### config.mk
export PLATFORM = sky130hd
export DESIGN_NAME = add_share_sched_flat
export DESIGN_NICKNAME = d
export VERILOG_FILES = /design/src/rtl/add_share_sched_pkg.sv /design/src/rtl/add_share_sched_if.sv /design/src/rtl/add_share_sched_carry_select.sv /design/src/rtl/add_share_sched.sv /design/src/flat_wrapper.sv
export SDC_FILE = /design/constraint.sdc
export NUM_CORES = 1
export LEC_CHECK = 0
export BUFFER_PORTS_ARGS = -buffer_cell sky130_fd_sc_hd__buf_2
export CORE_AREA = 2 2 139 141
export DETAILED_ROUTE_END_ITERATION = 16
export DIE_AREA = 0 0 141 143
export GPL_TIMING_DRIVEN = 1
export PLACE_DENSITY_LB_ADDON = 0.25
export SYNTH_ARGS = -nofsm -noshare
export SYNTH_HDL_FRONTEND = slang
export SYNTH_HIERARCHICAL = 1
export SYNTH_SLANG_ARGS = --single-unit
### constraint.sdc
create_clock -name clk -period 4.05 [get_ports clk]
set_clock_uncertainty 0.15 [all_clocks]
set_input_delay 0 -clock clk [delete_from_list [all_inputs] [get_ports clk]]
set_output_delay 0 -clock clk [all_outputs]
set_load 0.01 [all_outputs]
### src/rtl/add_share_sched_pkg.sv
// add_share_sched_pkg: shared types and constants for the shared-adder scheduler
package add_share_sched_pkg;
  localparam int SLICE_W = 16;
  typedef enum logic [1:0] {IDLE, RUN, DONE} state_t;
endpackage

### src/rtl/add_share_sched_if.sv
// add_share_sched_if: requester/result handshake bundle; res_ovf exists only with ADD_SHARE_SCHED_OVF_EN
interface add_share_sched_if
  import add_share_sched_pkg::*;
#(parameter int WIDTH = 2 * SLICE_W);
  logic             req0_valid, req0_ready, req0_cin;
  logic             req1_valid, req1_ready, req1_cin;
  logic [WIDTH-1:0] req0_a, req0_b, req1_a, req1_b, res_sum;
  logic             res_valid, res_ready, res_cout, res_id;
`ifdef ADD_SHARE_SCHED_OVF_EN
  logic             res_ovf;
`endif
  modport master (
`ifdef ADD_SHARE_SCHED_OVF_EN
    input  res_ovf,
`endif
    output req0_valid, req0_a, req0_b, req0_cin,
    output req1_valid, req1_a, req1_b, req1_cin, res_ready,
    input  req0_ready, req1_ready, res_valid, res_sum, res_cout, res_id
  );
  modport slave (
`ifdef ADD_SHARE_SCHED_OVF_EN
    output res_ovf,
`endif
    input  req0_valid, req0_a, req0_b, req0_cin,
    input  req1_valid, req1_a, req1_b, req1_cin, res_ready,
    output req0_ready, req1_ready, res_valid, res_sum, res_cout, res_id
  );
endinterface

### src/rtl/add_share_sched_carry_select.sv
// carry_select_16bit: 16-bit carry-select adder, low byte rippled, high byte precomputed for both carries
module carry_select_16bit (
  input  logic [15:0] a,
  input  logic [15:0] b,
  input  logic        c_in,
  output logic [15:0] sum,
  output logic        c_out
);
  logic [8:0] lo, hi0, hi1;
  always_comb begin
    lo  = {1'b0, a[7:0]} + {1'b0, b[7:0]} + {8'b0, c_in};
    hi0 = {1'b0, a[15:8]} + {1'b0, b[15:8]};
    hi1 = hi0 + 9'd1;
    {c_out, sum} = {lo[8] ? hi1 : hi0, lo[7:0]};
  end
endmodule

### src/rtl/add_share_sched.sv
// add_share_sched: round-robin scheduler feeding WORDS 16-bit slices through one shared adder.
// Define ADD_SHARE_SCHED_OVF_EN to add the registered signed-overflow output res_ovf.
module add_share_sched
  import add_share_sched_pkg::*;
#(parameter int WORDS = 2) (
  input logic              clk,
  input logic              rst,
  add_share_sched_if.slave bus
);
  localparam int WIDTH = SLICE_W * WORDS;
  localparam int IW = WORDS > 1 ? $clog2(WORDS) : 1;
  state_t               state_q;
  logic [IW-1:0]        idx_q;
  logic                 carry_q, last_id_q, id_q, cout_q;
  logic [WIDTH-1:0]     a_q, b_q, sum_q;
  logic [SLICE_W-1:0]   s_sum;
  logic                 s_cout, g0, g1, hs, last;
  // requester that did not own the previous result wins a tie
  always_comb begin
    g0 = bus.req0_valid & (~bus.req1_valid | last_id_q);
    g1 = bus.req1_valid & (~bus.req0_valid | ~last_id_q);
    hs = bus.req0_ready | bus.req1_ready;
    last = idx_q == IW'(WORDS - 1);
  end
  assign bus.req0_ready = (state_q == IDLE) & g0 & ~rst;
  assign bus.req1_ready = (state_q == IDLE) & g1 & ~rst;
  carry_select_16bit u_add (
    .a(a_q[idx_q*SLICE_W +: SLICE_W]),
    .b(b_q[idx_q*SLICE_W +: SLICE_W]),
    .c_in(carry_q),
    .sum(s_sum),
    .c_out(s_cout)
  );
`ifdef ADD_SHARE_SCHED_OVF_EN
  logic ovf_q;
  assign bus.res_ovf = ovf_q;
  always_ff @(posedge clk)
    if (rst) ovf_q <= 1'b0;
    else if (state_q == RUN && last)
      ovf_q <= (a_q[WIDTH-1] == b_q[WIDTH-1]) & (s_sum[SLICE_W-1] != a_q[WIDTH-1]);
`endif
  always_ff @(posedge clk) begin
    if (rst) begin
      state_q   <= IDLE;
      idx_q     <= '0;
      carry_q   <= 1'b0;
      last_id_q <= 1'b1;
      id_q      <= 1'b0;
      cout_q    <= 1'b0;
      sum_q     <= '0;
    end else begin
      case (state_q)
        IDLE: if (hs) begin
          a_q     <= g0 ? bus.req0_a : bus.req1_a;
          b_q     <= g0 ? bus.req0_b : bus.req1_b;
          carry_q <= g0 ? bus.req0_cin : bus.req1_cin;
          id_q    <= ~g0;
          idx_q   <= '0;
          state_q <= RUN;
        end
        RUN: begin
          sum_q[idx_q*SLICE_W +: SLICE_W] <= s_sum;
          carry_q <= s_cout;
          idx_q   <= idx_q + 1'b1;
          if (last) begin
            state_q   <= DONE;
            cout_q    <= s_cout;
            last_id_q <= id_q;
          end
        end
        DONE: if (bus.res_ready) state_q <= IDLE;
        default: state_q <= IDLE;
      endcase
    end
  end
  assign bus.res_valid = state_q == DONE;
  assign bus.res_sum   = sum_q;
  assign bus.res_cout  = cout_q;
  assign bus.res_id    = id_q;
endmodule

### src/flat_wrapper.sv
// flat-port wrapper written by rule: the top's interface ports become plain ports
module add_share_sched_flat import add_share_sched_pkg::*;
#(parameter int WORDS = 2)
  (clk, rst, bus_req0_valid, bus_req0_a, bus_req0_b, bus_req0_cin, bus_req1_valid, bus_req1_a, bus_req1_b, bus_req1_cin, bus_res_ready, bus_req0_ready, bus_req1_ready, bus_res_valid, bus_res_sum, bus_res_cout, bus_res_id);
  add_share_sched_if #(.WIDTH((32))) bus_i ();
  input logic clk;
  input logic rst;
  input wire logic [$bits(bus_i.req0_valid)-1:0] bus_req0_valid;
  input wire logic [$bits(bus_i.req0_a)-1:0] bus_req0_a;
  input wire logic [$bits(bus_i.req0_b)-1:0] bus_req0_b;
  input wire logic [$bits(bus_i.req0_cin)-1:0] bus_req0_cin;
  input wire logic [$bits(bus_i.req1_valid)-1:0] bus_req1_valid;
  input wire logic [$bits(bus_i.req1_a)-1:0] bus_req1_a;
  input wire logic [$bits(bus_i.req1_b)-1:0] bus_req1_b;
  input wire logic [$bits(bus_i.req1_cin)-1:0] bus_req1_cin;
  input wire logic [$bits(bus_i.res_ready)-1:0] bus_res_ready;
  output wire logic [$bits(bus_i.req0_ready)-1:0] bus_req0_ready;
  output wire logic [$bits(bus_i.req1_ready)-1:0] bus_req1_ready;
  output wire logic [$bits(bus_i.res_valid)-1:0] bus_res_valid;
  output wire logic [$bits(bus_i.res_sum)-1:0] bus_res_sum;
  output wire logic [$bits(bus_i.res_cout)-1:0] bus_res_cout;
  output wire logic [$bits(bus_i.res_id)-1:0] bus_res_id;
  assign bus_i.req0_valid = bus_req0_valid;
  assign bus_i.req0_a = bus_req0_a;
  assign bus_i.req0_b = bus_req0_b;
  assign bus_i.req0_cin = bus_req0_cin;
  assign bus_i.req1_valid = bus_req1_valid;
  assign bus_i.req1_a = bus_req1_a;
  assign bus_i.req1_b = bus_req1_b;
  assign bus_i.req1_cin = bus_req1_cin;
  assign bus_i.res_ready = bus_res_ready;
  assign bus_req0_ready = bus_i.req0_ready;
  assign bus_req1_ready = bus_i.req1_ready;
  assign bus_res_valid = bus_i.res_valid;
  assign bus_res_sum = bus_i.res_sum;
  assign bus_res_cout = bus_i.res_cout;
  assign bus_res_id = bus_i.res_id;
  add_share_sched #(.WORDS(WORDS)) u_core (.clk(clk), .rst(rst), .bus(bus_i));
endmodule
==> impl_metrics.tcl <==
set metrics [dict create \
    drt-initial-drc-count 167 \
    finalMaxSlewViolations 0 \
    hpwl_um 9136 \
    antenna_found_initial 0 \
    root_buffer "clkbuf_16" \
    die_w_um 141 \
    max-vdd-ir-drop_mv 0.1756 \
    tns_ns 0 \
    hold_viol 0 \
    status "finished, final reports clean" \
    cts_hold_buffers 134 \
    grt_pass1_vias 4367 \
    cap_violations 0 \
    seq_area_um2 2704 \
    p_leak_uw 0.003454 \
    initial_core_util_pct 29.52 \
    syn_nets 602 \
    routedWlPerCell_um 13.25 \
    path_clk_slew_ns 0.07 \
    num_antenna_cells 0 \
    synthTopCellsByArea "edfxtp_1, dfxtp_1, mux2_2" \
    postCtsResizedCells 0 \
    tightest_slew_ns 1.001 \
    drtAntennaViolNets 0 \
    io_pins 172 \
    synth_edf_count 64 \
    rows 50 \
    timing.final.crit_share_pct 88.07 \
    synth_area_um2 5485 \
    multi_input_area_um2 2621 \
    cp.required_ns 4.17 \
    clkLatencyLatePin_ns 0.35 \
    reg2reg_from "u_core/idx_q" \
    cts_max_level 3 \
    grt_start_max_net_pins 65 \
    post_cts.repair.setup_buffers 0 \
    ys_seq_area_share_pct 49.27 \
    dieArea_um2 20160 \
    totalWireLength_um 13070 \
    critPathArrivalTime_ns 3.69 \
    grt_overflow 0 \
    crit_end "u_core/carry_q" \
    firstDrtPassIters 6 \
    grt_usage_pct 13.39 \
    synth_top_area_share_pct 35.04 \
    startpoint_type "flip-flop" \
    num_vias 4339 \
    reg2reg_depth 11 \
    critical_path.endpoint_type "flip-flop" \
    avgSynthCellArea_um2 12.24 \
    r2r_slack_ns 0.48 \
    core_area_um2 18580 \
    syn2layout_area_growth_pct 48.63 \
    layout_commonest_cell "buf_2" \
    post-route-util_pct 43.88 \
    synthArstFlopShare_pct 0 \
    synthFlopType "edfxtp_1" \
    port-buffer-count 171 \
    synth_top_area_cell "edfxtp_1" \
    ys_ff_latch 103 \
    vias_per_cell 4.401 \
    clock_sinks 103 \
    powerDensity_nw_per_um2 368.3 \
    cp_max_fo 13 \
    finalSetupViolCount 0 \
    drive_gt1_share_pct 39.76 \
    die_h_um 143 \
    cts_buffer_depth 2 \
    drc 0 \
    max_freq_mhz 280.4 \
    worstHoldPathType "in2reg" \
    worstSetupPathType "reg2reg" \
    relSlewSlack_pct 33.27 \
    cts_buffers 9 \
    period_needed_ns 3.567 \
    ys_warn_count 6 \
    syn_inst 448 \
    fin_nets 901 \
    r2r_end "u_core/carry_q" \
    final_cell_mix "buf_2, dlygate4sd3_1, nand2_1" \
    nFillCells 1703 \
    rsz0062_at_grt "no" \
    cts_tree "built" \
    startpoint "u_core/idx_q" \
    place_congestion 0.7790 \
    synthDistinctLibCells 47 \
    grt_pass1_wl_um 20960 \
]
per-layer routing:
layer	global-route usage (%)	vias to the layer above	wire, um
met5	0	-	0
met2	22.72	134	6326
met4	6.053	0	272
met1	16.72	1990	5855
met3	2.347	16	611
li1	-	2199	-
stage by stage:
step,area [um2],cells,power (uW),worst slack [ns],hold WS [ns]
6_report,8153,986,3002,0.4833,0.03839
5_1_grt,8153,986,3195,0.2505,0.07238
4_1_cts,8153,986,3043,0.4669,0.01286
3_5_place_dp,6530,836,2082,0.4937,0.1384
3_3_place_gp,6530,836,2069,0.6260,0.1294
2_1_floorplan,5485,448,1848,0.09582,-0.06004
report_power, final:
group | switching, uW | leakage [uW] | total, uW | internal (uW)
sequential | 37.0 | 0.000919 | 1260 | 1220
clock | 351 | 0.000132 | 824 | 473
combinational | 446 | 0.00240 | 923 | 477
layout make-up:
cell class / instances / share of cell area [%]
Inverter: 7 / 0.3223
Clock inverter: 5 / 0.5985
Tap cell: 234 / 3.591
Timing Repair Buffer: 309 / 27.32
Clock buffer: 11 / 2.855
Sequential cell: 103 / 33.16
Multi-Input combinational cell: 317 / 32.15
flip-flops by register name (all words and copies together), names as in the netlist:
signal	flops
u_core/bus.res_id	1
u_core/bus.res_cout	1
u_core/last_id_q	1
u_core/idx_q	1
u_core/state_q	2
u_core/bus.res_sum	32
u_core/carry_q	1
u_core/a_q	32
u_core/b_q	32
critical path, stage by stage (launching register included):
cell and delay [ns]:
dfxtp_2 0.50, buf_4 0.27, mux2_2 0.38, fa_1 0.46, a211oi_1 0.33, nor2_1 0.10, xor2_1 0.37, nand2_4 0.09
nor4_2 0.29, xnor2_1 0.19, o221ai_1 0.17, a31oi_1 0.18
synth_stat cells (3+ instances only):
cell type,instances
dfxtp_1,39
inv_1,6
mux2_4,38
nand2b_1,5
nand3_1,4
a21oi_1,40
ha_1,16
a31oi_1,3
buf_2,7
mux2_2,58
o21ai_0,3
xnor2_1,10
buf_4,3
nor2_1,16
nand2_1,74
buf_6,6
clkbuf_1,3
xor2_1,8
a211oi_1,3
fa_1,3
a21o_1,9
edfxtp_1,64
cells by family (layout without fill, tap and decap cells):
group | after synthesis | in the layout | share of synthesized area (%)
flip-flops | 103 | 103 | 49.27
multiplexers | 97 | 97 | 22.51
AO/OA/AOI/OAI | 69 | 69 | 7.869
buffers and inverters | 28 | 332 | 3.170
AND/OR/NAND/NOR | 113 | 113 | 9.261
XOR/XNOR | 19 | 19 | 3.171
adder cells (fa/ha/maj) | 19 | 19 | 4.745
worst min-delay path by stage:
stage                         startpoint  cells past startpoint  slack [ns]           endpoint
after floorplan           bus_req1_valid                      2       -0.06     bus_req1_ready
after global placement     bus_res_ready                      3        0.13  u_core/state_q[1]
after detailed placement   bus_res_ready                      3        0.14  u_core/state_q[1]
after CTS                            rst                      2        0.01  u_core/bus.res_id
after global routing                 rst                      2        0.07  u_core/bus.res_id
final                                rst                      2        0.04  u_core/bus.res_id
No activity file was read; power rests on OpenSTA's default activity.
